===== config.mk =====
export PLATFORM = sky130hd
export DESIGN_NAME = uart_tx
export DESIGN_NICKNAME = d
export VERILOG_FILES = /design/src/rtl/uart_tx.sv
export SDC_FILE = /design/constraint.sdc
export NUM_CORES = 1
export LEC_CHECK = 0
export ABC_AREA = 1
export CORE_ASPECT_RATIO = 1.2
export CORE_MARGIN = 2
export CORE_UTILIZATION = 30
export DETAILED_ROUTE_END_ITERATION = 8
export HOLD_SLACK_MARGIN = 0.1
export PLACE_DENSITY_LB_ADDON = 0.2
export REMOVE_ABC_BUFFERS = 1
export SLEW_MARGIN = 5
export SYNTH_ARGS = -nofsm -noshare
export SYNTH_HDL_FRONTEND = slang
export SYNTH_SLANG_ARGS = --single-unit

===== constraint.sdc =====
create_clock -name clk -period 1.8 [get_ports clk]
set_clock_uncertainty 0.1 [all_clocks]
set_input_delay 0.27 -clock clk [delete_from_list [all_inputs] [get_ports clk]]
set_output_delay 0.27 -clock clk [all_outputs]
set_load 0.1 [all_outputs]

===== src/rtl/uart_tx.sv =====
// 8N1 UART transmitter: one start bit, eight data bits LSB first, one stop bit.
// TX is a flop computed from next-state values, so it leads the internal state by no clock.
module uart_tx #(
  parameter int BAUD_DIV = 2604
) (
  input  logic       clk,
  input  logic       rst_n,
  input  logic       trmt,
  input  logic [7:0] tx_data,
  output logic       TX,
  output logic       tx_done
);

  typedef enum logic {IDLE, TRANSMITTING} state_t;

  localparam logic [11:0] BAUD_LAST = 12'(BAUD_DIV - 1);

  state_t      state, state_nxt;
  logic [8:0]  shft, shft_nxt;
  logic [3:0]  bit_cnt, bit_cnt_nxt;
  logic [11:0] baud_cnt, baud_cnt_nxt;
  logic        tx_done_nxt;
  logic        tx_nxt;
  logic        accept;
  logic        shift;

  always_ff @(posedge clk or negedge rst_n) begin
    if (!rst_n) begin
      state    <= IDLE;
      shft     <= 9'h1FF;
      bit_cnt  <= 4'd0;
      baud_cnt <= 12'd0;
      tx_done  <= 1'b0;
      TX       <= 1'b1;
    end else begin
      state    <= state_nxt;
      shft     <= shft_nxt;
      bit_cnt  <= bit_cnt_nxt;
      baud_cnt <= baud_cnt_nxt;
      tx_done  <= tx_done_nxt;
      TX       <= tx_nxt;
    end
  end

  always_comb begin
    state_nxt    = state;
    shft_nxt     = shft;
    bit_cnt_nxt  = bit_cnt;
    baud_cnt_nxt = baud_cnt;
    tx_done_nxt  = tx_done;
    accept       = (state == IDLE) && trmt;
    shift        = (state == TRANSMITTING) && (baud_cnt == BAUD_LAST);

    case (state)
      IDLE: begin
        if (accept) begin
          state_nxt    = TRANSMITTING;
          shft_nxt     = {tx_data, 1'b0};
          bit_cnt_nxt  = 4'd0;
          baud_cnt_nxt = 12'd0;
          tx_done_nxt  = 1'b0;
        end
      end
      TRANSMITTING: begin
        if (shift) begin
          baud_cnt_nxt = 12'd0;
          shft_nxt     = {1'b1, shft[8:1]};
          bit_cnt_nxt  = bit_cnt + 4'd1;
          // Tenth shift closes the stop bit; requests seen until now were ignored.
          if (bit_cnt == 4'd9) begin
            state_nxt   = IDLE;
            tx_done_nxt = 1'b1;
          end
        end else begin
          baud_cnt_nxt = baud_cnt + 12'd1;
        end
      end
      default: state_nxt = IDLE;
    endcase

    tx_nxt = (state_nxt == TRANSMITTING) ? shft_nxt[0] : 1'b1;
  end

endmodule

==> results.sh <==
export IMPL_syn_area_per_cell_um2=7.98
export IMPL_r2r_end="shft[5]"
export IMPL_ant_nets=0
export IMPL_hold_viol=0
export IMPL_min_period_ns=1.65
export IMPL_grt_total_usage_pct=12.2
export IMPL_die_area_um2=5810
export IMPL_clockPowerShare_pct=43.6
export IMPL_wire_per_inst_um=11.9
export IMPL_crit_family="simple AND/OR/NAND/NOR gates"
export IMPL_ys_types=26
export IMPL_hold_slack_ns=0.256
export IMPL_grt_max_degree=29
export IMPL_hold_buffers=0
export IMPL_ff2ff_path_depth=9
export IMPL_row_count=28
export IMPL_tritoncts="done"
export IMPL_stdcell_area_um2=1870
export IMPL_min_delay_path_class="in -> async"
export IMPL_p_leak_nw=0.893
export IMPL_clkTransAtPathRegs_ns=0.11
export IMPL_cp_end_kind="register"
export IMPL_antenna_found_initial=0
export IMPL_ys_async_sr_fraction_pct=100
export IMPL_synthTopCellsByCount="62 x nand2_1, 25 x nand3_1, 18 x dfrtp_1"
export IMPL_synth_enable_flop_cells=0
export IMPL_gr_max_usage_layer="met2"
export IMPL_setup_violations=0
export IMPL_irDropWorstVdd_mv=0.318
export IMPL_stdcell_count=274
export IMPL_yosysMostFrequentCell="nand2_1"
export IMPL_synth_flop_cell="dfrtp_1"
export IMPL_finalMaxSlewViolations=0
export IMPL_finalCritPeriodShare_pct=91.4
export IMPL_r2r_start="baud_cnt[0]"
export IMPL_numPortBuffers=12
export IMPL_initial_core_util_pct=31.4
export IMPL_yosys_warnings=0
export IMPL_final_nets=229
export IMPL_wirelength_um=3250
export IMPL_drtIter0Drc=72
export IMPL_status="complete, no violations"
export IMPL_drcViolationCount=0
export IMPL_seq_area_frac_synth_pct=45.6
export IMPL_p_comb_share_pct=3.0
export IMPL_use_met3_pct=2.18
export IMPL_grt_overflow_total=0
export IMPL_synth_area_top_cells="dfrtp_1 29%, dfstp_2 17%, nand2_1 15%"
export IMPL_fin_setup_tns_ns=0
export IMPL_globalplace_congestion=0.828
export IMPL_path_buf_inv=2
export IMPL_hpwl_um=2340
export IMPL_grt_pass1_wl_um=5830
export IMPL_grtUsageMet2_pct=19.7
export IMPL_synth_area_um2=1560
export IMPL_die_y_um=83.1
export IMPL_synth_simple_gate_area_share_pct=37.0
export IMPL_syn_to_final_growth_pct=19.5
export IMPL_numCtsBuffers=3
export IMPL_dp_cells=268
export IMPL_dr_pass1_iters=4
export IMPL_p_sw_share_pct=19.6
export IMPL_drv_cap=0
export IMPL_worstPathCellList="ha_1 -> nand2_2 -> clkinv_1 -> nand2_1 -> nor2_2 -> nand3_4 -> buf_4 -> nand3_2 -> nand3_2"
export IMPL_yosys_area_top_type="dfrtp_1"
export IMPL_crit_path_top_delay_cell="dfrtp_1"
export IMPL_yosys_mux_area_fraction_pct=0
export IMPL_design_core_area_um2=4970
export IMPL_powerDensity_nw_per_um2=631
export IMPL_clock_root_buffer="clkbuf_8"
export IMPL_synthXorXnorAreaFrac_pct=2.24
export IMPL_ff2ff_setup_slack_ns=0.15
export IMPL_synth_seq_cells=28
export IMPL_p_int_uw=949
export IMPL_clk_latency_ns=0.29
export IMPL_worstMarginPinSlew_ns=0.536
export IMPL_arrival_ns=1.76
export IMPL_p_seq_share_pct=53.4
export IMPL_critPathLaunch="baud_cnt[0]"
export IMPL_io_pins=13
export IMPL_placed_area_um2=1780
export IMPL_clock_path_buffers=2
export IMPL_worstPathMaxFanout=9
export IMPL_synth_compound_area_share_pct=6.00
export IMPL_num_vias=1265
export IMPL_drive_gt1_share_pct=18.7
export IMPL_diodes=0
export IMPL_worst_ep_required_time_ns=1.91
export IMPL_synth_top_family_by_area="simple AND/OR/NAND/NOR gates"
export IMPL_chipWidth_um=69.9
export IMPL_worstSetupPathType="reg -> reg"
export IMPL_grt_pass1_vias=1227
export IMPL_critPathMostFrequentCell="nand3_2"
export IMPL_ctsHtreeMaxLevel=1
export IMPL_grt_met1_usage_pct=16.5
export IMPL_power_switching_uw=231
export IMPL_cp_slowest_stage_delay_ns=0.41
export IMPL_fmaxAchievable_mhz=608
export IMPL_viasPerCell=4.62
export IMPL_clock_sinks=28
export IMPL_synthCells=196
export IMPL_max_slew_margin_pct=64.1
export IMPL_critPathLaunchType="register"
export IMPL_synth_top_area_share_pct=28.8
export IMPL_synth_adder_area_share_pct=2.40
export IMPL_power_mw=1.18
## sequential cells by signal, indices dropped and copies added, names as in the netlist
name and cells:
TX 1, bit_cnt 4, baud_cnt 12, shft 9, tx_done 1, state 1
## power by group through the flow
stage          combinational (mW)  sequential [mW]  clock (mW)
6_report                   0.0358            0.630       0.514
5_1_grt                    0.0410            0.630       0.552
4_1_cts                    0.0375            0.630       0.525
3_5_place_dp               0.0374            0.641           0
3_3_place_gp               0.0376            0.641           0
2_1_floorplan            0.000669            0.641           0
## layout make-up
type	instances	area, µm²
Timing Repair Buffer	18	185
Inverter	19	71.3
Sequential cell	28	713
Clock buffer	3	41.3
Tap cell	60	75.1
Clock inverter	1	30.0
Multi-Input combinational cell	145	753
Fill cell	536	3110
## stage by stage
stage                     worst slack [ns]  util (%)
after floorplan                      0.249         -
after global placement              0.0346      35.7
after detailed placement           0.00432      35.7
after CTS                           0.0681      37.1
after global routing              -0.00228      37.6
final                                0.155      37.6
## worst max path at each step
stage / end / slack [ns] / cells after the start
CTS: shft[5] / 0.07 / 9
detailed placement: baud_cnt[2] / 0.004 / 4
finish: shft[5] / 0.15 / 9
floorplan: bit_cnt[0] / 0.25 / 8
global route: shft[4] / -0.002 / 9
global placement: baud_cnt[2] / 0.03 / 4
## per-layer routing
layer,vias up,routed length (µm)
li1,666,-
met1,574,1610
met2,20,1490
met3,5,100
met4,0,47
met5,-,0
## logic make-up after synthesis
logic type               count (synthesis)
AO/OA/AOI/OAI                           17
XOR/XNOR                                 4
adder cells (fa/ha/maj)                  3
buffers and inverters                   23
flip-flops                              28
AND/OR/NAND/NOR                        121
## what timing repair did
| item | in CTS | in global routing |
|---|---|---|
| buffers inserted | 0 | 2 |
| gates resized for setup | 0 | 1 |
| setup endpoints to repair | 0 | 9 |
## cell usage in the layout, fill, tap and decap left out, types with 3 or more instances in the layout
cell | synthesis | routed
clkdlybuf4s50_1 | 0 | 10
ha_1 | 3 | 3
nand2_1 | 62 | 62
dfrtp_1 | 18 | 18
nor2_1 | 15 | 15
clkbuf_8 | 0 | 3
a21oi_1 | 3 | 3
inv_1 | 16 | 16
buf_4 | 3 | 6
nand3_1 | 25 | 25
dfstp_2 | 10 | 10
nand3_2 | 10 | 9
o21ai_0 | 10 | 10
## worst reg2reg max path: stages, from the launching register on
cell and delay [ns]:
dfrtp_1 0.41, ha_1 0.21, nand2_2 0.09, clkinv_1 0.05, nand2_1 0.07, nor2_2 0.16, nand3_4 0.15, buf_4 0.20
nand3_2 0.06, nand3_2 0.06
Power figures use the tool's default switching activity.
